File: src/rtl/elastic_pipe_stage_if.sv
`default_nettype none
// +--------------------------------------------------------------------------+
// | Module      : elastic_pipe_stage_if                                      |
// | Description : Valid/ready handshake bundle between two pipeline stages.  |
// |               The slave modport is the stage itself. The master modport  |
// |               is the environment around it: the upstream producer plus   |
// |               the downstream consumer.                                   |
// | Revision    : 1.0 - initial release                                      |
// +--------------------------------------------------------------------------+
interface elastic_pipe_stage_if #(
   parameter int DATA_W = 32
);
   logic              in_valid;
   logic              in_ready;
   logic [DATA_W-1:0] in_data;
   logic              out_valid;
   logic              out_ready;
   logic [DATA_W-1:0] out_data;
   logic [1:0]        occupancy;

   // Environment view: feeds upstream payload and downstream ready.
   modport master (
      output in_valid,
      output in_data,
      output out_ready,
      input  in_ready,
      input  out_valid,
      input  out_data,
      input  occupancy
   );

   // Stage view.
   modport slave (
      input  in_valid,
      input  in_data,
      input  out_ready,
      output in_ready,
      output out_valid,
      output out_data,
      output occupancy
   );
endinterface : elastic_pipe_stage_if
`default_nettype wire

File: src/rtl/elastic_pipe_stage.sv
`default_nettype none
// +--------------------------------------------------------------------------+
// | Module      : elastic_pipe_stage                                         |
// | Description : Inter-stage pipeline register with valid/ready handshake.  |
// |               SKID=1 adds a second entry so that in_ready comes from a   |
// |               flop. SKID=0 holds one entry and in_ready is combinational.|
// |               A synchronous flush squashes every held entry.             |
// | Revision    : 1.0 - initial release                                      |
// +--------------------------------------------------------------------------+
module elastic_pipe_stage #(
   parameter int DATA_W         = 32,
   parameter int SKID           = 1,
   parameter int CLEAR_ON_FLUSH = 1
) (
   input  logic                 clk,
   input  logic                 reset,
   input  logic                 flush,
   elastic_pipe_stage_if.slave  bus
);

   // The encoding equals the number of held entries, so occupancy is the state.
   typedef enum logic [1:0] {
      S_EMPTY = 2'd0,
      S_FULL  = 2'd1,
      S_SKID  = 2'd2
   } state_t;

   state_t            r_state;
   state_t            w_state_nxt;
   logic [DATA_W-1:0] r_main;
   logic [DATA_W-1:0] w_main_nxt;
   logic [DATA_W-1:0] r_skid;
   logic [DATA_W-1:0] w_skid_nxt;

   logic              w_in_ready;
   logic              w_out_valid;
   logic              w_in_fire;
   logic              w_out_fire;

   assign w_out_valid = (r_state != S_EMPTY);
   assign w_in_fire   = bus.in_valid & w_in_ready;
   assign w_out_fire  = w_out_valid & bus.out_ready;

   generate
      if (SKID != 0) begin : g_skid_ready
         logic r_in_rdy;

         // Ready flop: low only while the skid entry is occupied.
         always_ff @(posedge clk) begin
            if (reset) begin
               r_in_rdy <= 1'b1;
            end else begin
               r_in_rdy <= (w_state_nxt != S_SKID);
            end
         end

         // Reset and flush still gate the flopped ready within the same cycle.
         assign w_in_ready = r_in_rdy & ~reset & ~flush;
      end else begin : g_comb_ready
         // With one entry, a slot opens in the same cycle that the head leaves.
         assign w_in_ready = ~reset & ~flush & (~w_out_valid | bus.out_ready);
      end
   endgenerate

   // Next-state and datapath selection. Flush overrides any handshake.
   always_comb begin
      w_state_nxt = r_state;
      w_main_nxt  = r_main;
      w_skid_nxt  = r_skid;
      if (flush) begin
         // A head that leaves during a flush has already been delivered.
         // Everything still held is dropped.
         w_state_nxt = S_EMPTY;
         if (CLEAR_ON_FLUSH != 0) begin
            w_main_nxt = '0;
            w_skid_nxt = '0;
         end
      end else begin
         case (r_state)
            S_EMPTY: begin
               if (w_in_fire) begin
                  w_state_nxt = S_FULL;
                  w_main_nxt  = bus.in_data;
               end
            end
            S_FULL: begin
               if (w_in_fire && w_out_fire) begin
                  w_main_nxt = bus.in_data;
               end else if (w_out_fire) begin
                  w_state_nxt = S_EMPTY;
               end else if (w_in_fire && (SKID != 0)) begin
                  // Head is stalled, so the new payload parks behind it.
                  w_state_nxt = S_SKID;
                  w_skid_nxt  = bus.in_data;
               end
            end
            S_SKID: begin
               if (w_out_fire) begin
                  w_state_nxt = S_FULL;
                  w_main_nxt  = r_skid;
               end
            end
            default: begin
               w_state_nxt = S_EMPTY;
            end
         endcase
      end
   end

   // State and payload registers.
   always_ff @(posedge clk) begin
      if (reset) begin
         r_state <= S_EMPTY;
         r_main  <= '0;
         r_skid  <= '0;
      end else begin
         r_state <= w_state_nxt;
         r_main  <= w_main_nxt;
         r_skid  <= w_skid_nxt;
      end
   end

   assign bus.in_ready  = w_in_ready;
   assign bus.out_valid = w_out_valid;
   assign bus.out_data  = r_main;
   assign bus.occupancy = r_state;

endmodule : elastic_pipe_stage
`default_nettype wire

File: src/flat_wrapper.sv
// flat-port wrapper written by rule: the top's interface ports become plain ports
module elastic_pipe_stage_flat 
#(
   parameter int DATA_W         = 32,
   parameter int SKID           = 1,
   parameter int CLEAR_ON_FLUSH = 1
)
  (clk, reset, flush, bus_in_valid, bus_in_data, bus_out_ready, bus_in_ready, bus_out_valid, bus_out_data, bus_occupancy);
  elastic_pipe_stage_if #(.DATA_W(DATA_W)) bus_i ();
  input  logic clk;
  input  logic reset;
  input  logic flush;
  input wire logic [$bits(bus_i.in_valid)-1:0] bus_in_valid;
  input wire logic [$bits(bus_i.in_data)-1:0] bus_in_data;
  input wire logic [$bits(bus_i.out_ready)-1:0] bus_out_ready;
  output wire logic [$bits(bus_i.in_ready)-1:0] bus_in_ready;
  output wire logic [$bits(bus_i.out_valid)-1:0] bus_out_valid;
  output wire logic [$bits(bus_i.out_data)-1:0] bus_out_data;
  output wire logic [$bits(bus_i.occupancy)-1:0] bus_occupancy;
  assign bus_i.in_valid = bus_in_valid;
  assign bus_i.in_data = bus_in_data;
  assign bus_i.out_ready = bus_out_ready;
  assign bus_in_ready = bus_i.in_ready;
  assign bus_out_valid = bus_i.out_valid;
  assign bus_out_data = bus_i.out_data;
  assign bus_occupancy = bus_i.occupancy;
  elastic_pipe_stage #(.DATA_W(DATA_W), .SKID(SKID), .CLEAR_ON_FLUSH(CLEAR_ON_FLUSH)) u_core (.clk(clk), .reset(reset), .flush(flush), .bus(bus_i));
endmodule
File: config.mk
export PLATFORM = sky130hd
export DESIGN_NAME = elastic_pipe_stage_flat
export DESIGN_NICKNAME = d
export VERILOG_FILES = /design/src/rtl/elastic_pipe_stage_if.sv /design/src/rtl/elastic_pipe_stage.sv /design/src/flat_wrapper.sv
export SDC_FILE = /design/constraint.sdc
export NUM_CORES = 1
export LEC_CHECK = 0
export BUFFER_PORTS_ARGS = -buffer_cell sky130_fd_sc_hd__buf_2
export CAP_MARGIN = 20
export CORE_MARGIN = 2
export CORE_UTILIZATION = 30
export DETAILED_ROUTE_END_ITERATION = 10
export HOLD_SLACK_MARGIN = 0.06
export PLACE_DENSITY = 0.57
export SYNTH_ARGS = -nofsm -noshare
export SYNTH_HDL_FRONTEND = slang
export SYNTH_SLANG_ARGS = --single-unit
File: constraint.sdc
create_clock -name clk -period 2.6 [get_ports clk]
set_clock_uncertainty 0.15 [all_clocks]
set_input_delay 0.78 -clock clk [delete_from_list [all_inputs] [get_ports clk]]
set_output_delay 0.78 -clock clk [all_outputs]
set_load 0.01 [all_outputs]
After elaboration in Yosys (flattened, before gate mapping)
Cells that the tools add are included.
{"block": "op_classes", "mux": 11, "n_eq_ne": 6, "bitwise": 8, "reduce_logical": 7}
{"op": "two-way mux 32 bit", "count": 3}
{"op": "case mux 32 bit (3 select lines)", "count": 1}
{"op": "two-way mux 2 bit", "count": 6}
{"op": "AND reduction 4 bit", "count": 2}
{"op": "!= test 2 x 1 -> 1 bit (second input constant)", "count": 3}
{"op": "case mux 2 bit (3 select lines)", "count": 1}
{"op": "AND 1 bit", "count": 4}
{"op": "inverter 1 bit", "count": 4}
{"op": "nonzero test 3 bit", "count": 1}
{"op": "equality test 2 x 1 -> 1 bit (second input constant)", "count": 1}
{"op": "equality test 2 bit (second input constant)", "count": 1}
{"op": "zero test 2 bit", "count": 1}
{"op": "!= test 2 bit (second input constant)", "count": 1}
{"op": "nonzero test 2 bit", "count": 1}
{"op": "OR reduction 2 bit", "count": 1}
{"op": "logical AND 1 bit", "count": 1}
{"block": "word_totals", "out_inout_bits": 36, "in_bits": 37, "regBits": 67, "elab_cells": 36}

Longest topological paths before layout
Gate-level depths: netlist of run 1.
{"block": "depth", "depth_word": 10, "mapped_depth": 7, "ltp_nobuf": 4}

Worst setup path after synthesis of run 1
Ideal clock, no wire load.
{"block": "synth_path", "kind": "input -> register", "from": "input port flush", "to": "register u_core.r_skid[12]", "stages": 7, "arrival_time_ps": 2023, "setup_time_ps": 113, "t_required_ps": 2337, "n_path_buf": 3, "setup_slack_ps": 314, "path_cell_list": "or2_1 buf_6 or4_4 buf_6 buf_6 nand3_2 nand2_1"}
{"block": "synth_via", "elab_chain_len": 6, "elab_cells_between_ends": 7, "classes_between": "4 x bitwise; 3 x reduce/logical"}
{"element": "start, declared", "line_no": "flat_wrapper.sv:12", "text": "input logic flush;"}
{"element": "inverter 1 bit", "line_no": "elastic_pipe_stage.sv:58", "text": "assign w_in_ready = r_in_rdy & ~reset & ~flush;"}
{"element": "AND 1 bit", "line_no": "elastic_pipe_stage.sv:58"}
{"element": "AND 1 bit", "line_no": "elastic_pipe_stage.sv:41", "text": "assign w_in_fire = bus.in_valid & w_in_ready;"}
{"element": "logical AND 1 bit", "line_no": "elastic_pipe_stage.sv:87", "text": "if (w_in_fire && w_out_fire) begin"}
{"element": "inverter 1 bit (no source line)"}
{"element": "AND reduction 4 bit (no source line)"}
{"element": "end signal, assigned", "line_no": "elastic_pipe_stage.sv:119", "text": "r_skid <= w_skid_nxt;"}
{"element": "end, declared", "line_no": "elastic_pipe_stage.sv:32", "text": "logic [DATA_W-1:0] r_skid;"}
Several ways; a longest one is shown, not always the timed one.
A chain may end at the register's enable or synchronous reset.

Worst setup path in the final report of run 1
{"block": "layout_path", "from": "input port flush", "to": "output port bus_in_ready"}
{"block": "layout_via", "elab_chain_len": 2}
{"element": "inverter 1 bit", "line_no": "elastic_pipe_stage.sv:58"}
{"element": "AND 1 bit", "line_no": "elastic_pipe_stage.sv:58"}
{"element": "end, declared", "line_no": "flat_wrapper.sv:16", "text": "output wire logic [$bits(bus_i.in_ready)-1:0] bus_in_ready;"}
Every way passes these cells.

==> flow_metrics.tcl, run 1 <==
set metrics [dict create \
    pre_cts_slack_ns 0.1281 \
    grt_overflow 0 \
    cts_sinks 67 \
    finalHoldViolCount 0 \
    fin_crit_sh_pct 84.11 \
    postCtsSetupBuffers 0 \
    dp_hpwl_um 4016 \
    diodes 0 \
    wl_um 5857 \
    synthesis.nets 339 \
    die_w_um 99.66 \
    ys_seq_area_share_pct 48.86 \
    clkTransAtPathRegs_ns 0.08 \
    drive_gt1_share_pct 30.21 \
    hold_buffers 0 \
    required_ns 1.67 \
    end_kind "output pin" \
    worst_slack_ns 0.4133 \
    seq_area_um2 1341 \
    yosysUniqueCellTypes 23 \
    seqPwrFrac_pct 50.0 \
    nFillCells 932 \
    synth_area_leader_cell "dfxtp_1" \
    power_w 0.002139 \
    syn_inst 302 \
    cp-start-kind "primary input" \
    drt_pass1_iterations 4 \
    num_vias 2207 \
    routedWlPerCell_um 12.15 \
    cts_buffers 9 \
    synth_area_um2 2745 \
    crit_arrival_ns 1.26 \
    multi_input_area_um2 1285 \
    grt_use_total_pct 12.62 \
    ys_ff_latch 67 \
    grt_pass1_vias 2144 \
    h-tree-depth 3 \
    rsz0062_at_grt "no" \
    status "finished, final reports clean" \
    min_path_type "flop to flop" \
    p_per_area_nw_per_um2 627.5 \
    grt_pass1_wl_um 9949 \
    cts_buffer_depth 2 \
    leakage_nw 1.649 \
    yosys_warnings 0 \
    switching_share_pct 25.80 \
    clockRootBuffer "clkbuf_8" \
    io_buffer_count 72 \
    cp_max_fo 2 \
    ant_nets 0 \
    p_int_w 0.001587 \
    antenna_found_initial 1 \
    grt_start_max_net_pins 65 \
    pin_count 73 \
    period_minus_slack_ns 2.187 \
    drv_cap 0 \
    synth_async_sr_flop_share_pct 0 \
    rows 34 \
    tritoncts "done" \
    setup_tns_ns 0 \
    die_area_um2 9931 \
    start_util_pct 31.17 \
    synth-main-ff-cell "dfxtp_1" \
    finalMaxSlewViolations 0 \
    syn_area_per_cell_um2 9.090 \
    crit_type "primary input to output pin" \
    area_growth_pct 24.16 \
    drt-vias-per-instance 4.579 \
    power_frac_clock_pct 40.5 \
    comb_power_share_pct 9.6 \
    tightest_slew_ns 0.4536 \
    cts_resized 0 \
    p_sw_w 0.0005517 \
    ir_drop_mv 0.2906 \
    max_slew_margin_pct 69.76 \
    coreArea_um2 8806 \
    die_h_um 99.66 \
    place_congestion 0.7535 \
    synth_enable_flop_cells 0 \
    finalSetupViolCount 0 \
    drtIter0Drc 70 \
    nets 406 \
    clock_latency_ns 0.34 \
    max_freq_mhz 457.3 \
    synth.top_cell.area_share_pct 48.86 \
    drcViolationCount 0 \
    synthTopCellsByArea "dfxtp_1, mux2i_1, a211oi_1" \
]
==> through the flow <==
step | std cells | area, um^2 | util [%] | hold WS (ns)
3_3_place_gp | 466 | 3211 | 36.46 | 0.2881
5_1_grt | 482 | 3408 | 38.70 | 0.3211
2_1_floorplan | 302 | 2745 | - | 0.2792
6_report | 482 | 3408 | 38.70 | 0.3042
4_1_cts | 482 | 3408 | 38.70 | 0.3070
3_5_place_dp | 466 | 3211 | 36.46 | 0.2933
==> cells by family (layout without fill, tap and decap cells) <==
logic type / after synthesis / in the layout / synth area share (%)
and+or+nand+nor: 122 / 122 / 20.56
muxes: 32 / 32 / 11.67
buffers and inverters: 25 / 97 / 5.241
AOI/OAI and AO/OA: 56 / 56 / 13.67
DFF: 67 / 67 / 48.86
==> layer usage <==
| metal | GRT usage [%] | wire (um) | vias to the layer above |
|---|---|---|---|
| li1 | - | - | 1177 |
| met1 | 15.67 | 2800 | 966 |
| met2 | 19.70 | 2605 | 52 |
| met3 | 4.357 | 321 | 12 |
| met4 | 5.796 | 129 | 0 |
| met5 | 0 | 0 | - |
==> sequential cells by signal, indices dropped and copies added (netlist names) <==
register	count
u_core.g_skid_ready.r_in_rdy	1
u_core.bus.out_data	32
u_core.bus.occupancy	2
u_core.r_skid	32
==> power by group through the flow <==
| stage | logic (W) | clock network [W] | registers (W) |
|---|---|---|---|
| CTS | 0.000208 | 0.000901 | 0.00107 |
| finish | 0.000204 | 0.000865 | 0.00107 |
| floorplan | 0.000102 | 0 | 0.00111 |
| global placement | 0.000206 | 0 | 0.00109 |
| global route | 0.000228 | 0.000944 | 0.00107 |
| detailed placement | 0.000207 | 0 | 0.00109 |
==> synthesized netlist by cell type, drive strengths merged, types with 2 or more instances <==
cell type,instances
nand2,65
or2,2
nor2,33
a211oi,33
nand3,14
nand3b,2
buf,15
nand2b,2
dfxtp,67
mux2i,32
a21oi,20
clkbuf,9
==> critical path, stage by stage <==
cell    delay (ns)
buf_2         0.11
nor2_2        0.12
and2_1        0.13
buf_2         0.12
==> worst paths after layout <==
| path | from | end | slack, ns | depth (start not counted) |
|---|---|---|---|---|
| worst max-delay path | flush | bus_in_ready | 0.41 | 4 |
| worst min-delay path | u_core.r_skid[21] | u_core.r_skid[21] | 0.30 | 2 |
| worst max register to register | u_core.g_skid_ready.r_in_rdy | u_core.r_skid[30] | 0.80 | 4 |
| worst min register to register | u_core.r_skid[21] | u_core.r_skid[21] | 0.30 | 2 |
==> layout make-up <==
class                      instances  share of cell area (%)
clock inverter                     7                   2.166
multi-input combinational        210                   37.70
inverter                           1                  0.1101
sequential                        67                   39.35
clock buffer                       9                   3.634
tap                              108                   3.965
timing repair buffer              80                   13.07
==> cells in the final DEF, fill, tap and decap left out <==
cell type / instances
inv_6: 2
nor4_4: 1
and2_1: 1
clkinv_2: 2
nand3_1: 4
o21ai_0: 1
nand3b_1: 2
bufinv_16: 1
or2_2: 2
o221ai_4: 1
or4_4: 1
nand2b_2: 1
nor2_2: 1
buf_4: 6
nor2_1: 32
or3_1: 1
o21a_1: 1
buf_12: 2
a21oi_1: 20
buf_2: 72
nand2_1: 65
nand3_2: 10
a211oi_1: 33
mux2i_1: 32
nand2b_1: 1
dfxtp_1: 67
clkinvlp_4: 1
inv_1: 1
clkbuf_8: 9
clkinv_4: 1
No activity file was read; power rests on OpenSTA's default activity.
==> run 2: changes to the inputs <==
- ABC_AREA: not set -> 1
- PLACE_DENSITY: 0.57 -> 0.58
- clock period: 2.6 -> 1.77 ns (I/O delays scaled with it)
==> flow_metrics.tcl, run 2 <==
set metrics [dict create \
    status "finished, final reports clean" \
    syn_inst 550 \
    max_freq_mhz 577.7 \
    wl_um 8364 \
    end_kind "output pin" \
    synthesis.nets 587 \
    grt_pass1_wl_um 14180 \
    dpl_cell_area_um2 3940 \
    clock_latency_ns 0.32 \
    critical-path-top-delay-family "buffers and inverters" \
    dp_hpwl_um 5430 \
    fin_area_um2 4275 \
    rows 38 \
    synth_async_sr_flop_share_pct 0 \
    min_delay_worst_endpoint "u_core.bus.occupancy[1]" \
    tightest_slew_ns 0.4393 \
    required_ns 1.09 \
    final_common_cell "nand2_1" \
    finalSetupViolCount 0 \
    crit_path_top_delay_cell "nor2_4" \
    reg2regPathDepth 7 \
    final-instance-count-excl-fill 751 \
    cts_sinks 67 \
    min_path_type "primary input to flop" \
    grt_use_total_pct 14.60 \
    yosysMostFrequentCell "nand2_1" \
    rsz0062_at_grt "no" \
    finalMaxSlewViolations 0 \
    drt-vias-per-instance 4.419 \
    slowest_delay_ns 0.13 \
    drtIter0Drc 146 \
    syn_area_per_cell_um2 6.170 \
    routedWlPerCell_um 11.14 \
    hold_buffers 0 \
    die_w_um 110.4 \
    nets 643 \
    grt_start_max_net_pins 66 \
    h-tree-depth 3 \
    yosysUniqueCellTypes 15 \
    min_from "bus_out_ready" \
    r2r-start "u_core.bus.occupancy[0]" \
    rrSetupSlack_ns 0.30 \
    max_slew_margin_pct 70.71 \
    pin_count 73 \
    ir_drop_mv 0.5585 \
    num_vias 3319 \
    yosys_warnings 0 \
    grt_overflow 0 \
    ys_ff_latch 67 \
    cts_buffers 9 \
    cts_buffer_depth 2 \
    cp-start-kind "primary input" \
    drv_cap 0 \
    final_cell_mix "nand2_1, buf_2, inv_1" \
    grt_pass1_vias 2981 \
    ant_nets 0 \
    timing.rr.end "u_core.bus.out_data[28]" \
    synthTopCellsByArea "dfxtp_1, nand2_1, nand3_1" \
    ys_seq_area_share_pct 39.53 \
    drive_gt1_share_pct 18.00 \
    cp_num_buf_inv 3 \
    fin_crit_sh_pct 97.79 \
    synth-main-ff-cell "dfxtp_1" \
    start_util_pct 31.03 \
    synth.top_cell.area_share_pct 39.53 \
    finalHoldViolCount 0 \
    area_growth_pct 26.00 \
    crit_arrival_ns 1.05 \
    period_minus_slack_ns 1.731 \
    crit_top_cell "buf_2" \
    coreArea_um2 10940 \
    leakage_nw 2.091 \
    diodes 0 \
    p_per_area_nw_per_um2 897.5 \
    antenna_found_initial 0 \
    power_w 0.003837 \
    hold_depth 2 \
    clockRootBuffer "clkbuf_16" \
    placed_cells 735 \
    synth_enable_flop_cells 0 \
    die_area_um2 12180 \
    drcViolationCount 0 \
    synth_area_leader_cell "dfxtp_1" \
    synth_area_um2 3393 \
    holdWs_ns 0.2492 \
    io_buffer_count 72 \
    path_cells "buf_2 -> nor2_4 -> inv_1 -> nor2_2 -> buf_2" \
    drt_pass1_iterations 4 \
    ys_top_cells_by_count "nand2_1, nor2_1, inv_1" \
    cp_max_fo 4 \
    place_congestion 0.7560 \
    die_h_um 110.4 \
    crit_type "primary input to output pin" \
    tritoncts "done" \
    clkTransAtPathRegs_ns 0.05 \
]
==> run 2: cell type report <==
cell class                 count  area [um^2]
multi-input combinational    372         1587
clock buffer                  10        239.0
fill                        1185         6660
tap                          140        175.2
clock inverter                 6        95.09
timing repair buffer          85        570.5
sequential                    67         1343
inverter                      71        266.5
==> run 2: timing repair <==
action                                  4_1_cts  5_1_grt
endpoints found under the setup margin        0        1
resized for setup                             0        1
buffers inserted                              0        0
==> run 2: logic make-up (layout without fill, tap and decap cells) <==
group	count (synthesis)	count (layout)	synth area share (%)
AOI/OAI and AO/OA	65	65	9.587
and+or+nand+nor	307	307	36.58
DFF	67	67	39.53
buffers and inverters	111	172	14.31
==> run 2: power by group <==
group          internal [W]  total, W  switching, W
Sequential          0.00153   0.00153    0.00000891
Clock               0.00129   0.00198      0.000688
Combinational      0.000133  0.000325      0.000192
==> run 2: layer usage <==
| metal | global-route usage, % | vias to the layer above | part of all wire [%] |
|---|---|---|---|
| met2 | 21.60 | 78 | 41 |
| met5 | 0 | - | 0 |
| met1 | 20.94 | 1427 | 52 |
| li1 | - | 1808 | - |
| met4 | 3.750 | 0 | 1.0 |
| met3 | 3.939 | 6 | 5.8 |
==> run 2: through the flow <==
step	setup slack (ns)	TNS, ns	utilization [%]
detailed placement	-0.08933	-3.200	36.03
CTS	0.03515	0	39.08
global route	0.001355	0	39.10
global placement	-0.04270	-1.094	36.03
floorplan	0.03071	0	-
finish	0.03903	0	39.10
==> run 2: how the worst max path moves through the flow <==
stage                   endpoint  depth (start not counted)  start
6_report            bus_in_ready                          5  flush
2_1_floorplan       bus_in_ready                          4  flush
3_3_place_gp   u_core.r_skid[28]                          8  flush
5_1_grt             bus_in_ready                          5  flush
4_1_cts             bus_in_ready                          5  flush
3_5_place_dp   u_core.r_skid[12]                          8  flush
==> run 2: worst register-to-register path: cells and delay by family (launching register included) <==
family / cells / cell delay (ns)
DFF: 1 / 0.35
and+or+nand+nor: 4 / 0.35
buffers and inverters: 2 / 0.33
AOI/OAI and AO/OA: 1 / 0.18
==> run 3: changes to the inputs <==
- clock period: 1.77 -> 1.5 ns (I/O delays scaled with it)
==> flow_metrics.tcl, run 3 (synthesis gave the netlist of run 2 again) <==
set metrics [dict create \
    pre_cts_slack_ns -0.2871 \
    die_area_um2 12180 \
    tritoncts "done" \
    end_kind "output pin" \
    startpoint "flush" \
    final_cell_mix "nand2_1, buf_2, nor2_1" \
    nets 670 \
    cp-start-kind "primary input" \
    cp.depth 6 \
    wl_um 10490 \
    violations "negative setup slack" \
    crit_path_top_delay_cell "buf_2" \
    area_growth_pct 49.85 \
    grt_pass1_wl_um 14350 \
    cts_buffer_depth 2 \
    rsz0062_at_grt "yes" \
    cts_buffers 9 \
    rrSetupSlack_ns -0.02 \
    place_congestion 0.7829 \
    die_w_um 110.4 \
    max_slew_margin_pct 69.60 \
    grt_start_max_net_pins 43 \
    drive_gt1_share_pct 36.36 \
    pin_count 73 \
    max_freq_mhz 629.4 \
    min_path_type "primary input to flop" \
    drcViolationCount 0 \
    fin_crit_sh_pct 105.9 \
    die_h_um 110.4 \
    clkTransAtPathRegs_ns 0.06 \
    coreArea_um2 10940 \
    dpl_cell_area_um2 3950 \
    path_cells "buf_6 -> nor2_4 -> buf_6 -> inv_2 -> nor2_2 -> buf_2" \
    num_vias 3530 \
    start_util_pct 31.03 \
    tightest_slew_ns 0.4561 \
    clock_latency_ns 0.33 \
    ant_nets 0 \
    r2r-start "u_core.bus.occupancy[1]" \
    antenna_found_initial 0 \
    grt_overflow 0 \
    drt_pass1_iterations 4 \
    hold_buffers 0 \
    rows 38 \
    final_common_cell "nand2_1" \
    reg2regPathDepth 11 \
    dp_hpwl_um 5538 \
    p_per_area_nw_per_um2 931.3 \
    critical-path-top-delay-family "buffers and inverters" \
    cts_sinks 67 \
    setup_tns_ns -0.2342 \
    finalSetupViolCount 12 \
    endpoint "bus_in_ready" \
    period_minus_slack_ns 1.589 \
    diodes 0 \
    worst_slack_ns -0.08892 \
    h-tree-depth 3 \
    clockRootBuffer "clkbuf_16" \
    drv_cap 0 \
    ir_drop_mv 0.5576 \
    crit_arrival_ns 0.99 \
    cp_max_fo 2 \
    finalHoldViolCount 0 \
    crit_type "primary input to output pin" \
    drt-vias-per-instance 4.537 \
    cp_num_buf_inv 4 \
    slowest_delay_ns 0.13 \
    fin_area_um2 5085 \
    finalMaxSlewViolations 0 \
    grt_pass1_vias 3019 \
    routedWlPerCell_um 13.48 \
    io_buffer_count 72 \
    leakage_nw 2.550 \
    drtIter0Drc 111 \
    status "finished, violations left" \
    required_ns 0.90 \
    crit_top_cell "buf_6" \
    timing.rr.end "u_core.bus.out_data[27]" \
    grt_use_total_pct 15.15 \
]
-- run 3: worst min path at each step --
stage	from	to	slack (ns)	depth (start not counted)
3_3_place_gp	u_core.bus.out_data[16]	u_core.bus.out_data[16]	0.31	2
6_report	reset	u_core.bus.occupancy[0]	0.13	2
4_1_cts	reset	u_core.bus.occupancy[0]	0.12	2
3_5_place_dp	u_core.bus.out_data[7]	u_core.bus.out_data[7]	0.32	2
2_1_floorplan	u_core.r_skid[0]	u_core.r_skid[0]	0.30	2
5_1_grt	reset	u_core.bus.occupancy[0]	0.12	2
-- run 3: final cells by class --
class                   count  area, um^2
clock buffers              10       239.0
flip-flops and latches     67        1350
multi-input cells         372        1936
repair buffers            112        1002
well taps                 140       175.2
fillers                  1129        5851
inverters                  71       271.5
clock inverters             6       111.4
-- run 3: worst reg2reg max path, stage by stage (launching register included) --
cell	delay, ns
dfxtp_4	0.39
inv_4	0.05
buf_6	0.11
nor2_4	0.09
buf_12	0.14
clkbuf_16	0.17
nand2_4	0.05
nand2_2	0.07
inv_2	0.04
nand3_2	0.04
nand2_1	0.05
nor2_1	0.12
-- run 3: repair_timing --
item	in CTS	in global routing
hold endpoints to repair	0	0
gates cloned	2	12
pin swaps	4	33
setup buffers	6	4
gates resized for setup	15	110
endpoints found under the setup margin	8	64
-- run 3: metal layers --
metal / share of wire, % / vias to the layer above / global-route usage (%)
li1: - / 1858 / -
met1: 47 / 1574 / 20.44
met2: 45 / 83 / 23.44
met3: 5.7 / 15 / 4.115
met4: 1.7 / 0 / 4.911
met5: 0 / - / 0
-- run 3: power by group --
group / switching, W / internal [W]
Combinational: 0.000261 / 0.000180
Sequential: 0.0000110 / 0.00180
Clock: 0.000814 / 0.00167
Total: 0.00109 / 0.00365
-- run 3: through the flow --
stage / power (W) / cells / hold slack (ns) / util [%]
after floorplan: 0.002098 / 550 / 0.3019 / -
after global placement: 0.002230 / 738 / 0.3073 / 36.12
after detailed placement: 0.002236 / 738 / 0.3152 / 36.12
after CTS: 0.004736 / 762 / 0.1178 / 40.64
after global routing: 0.004928 / 778 / 0.1244 / 46.50
final: 0.004736 / 778 / 0.1250 / 46.50
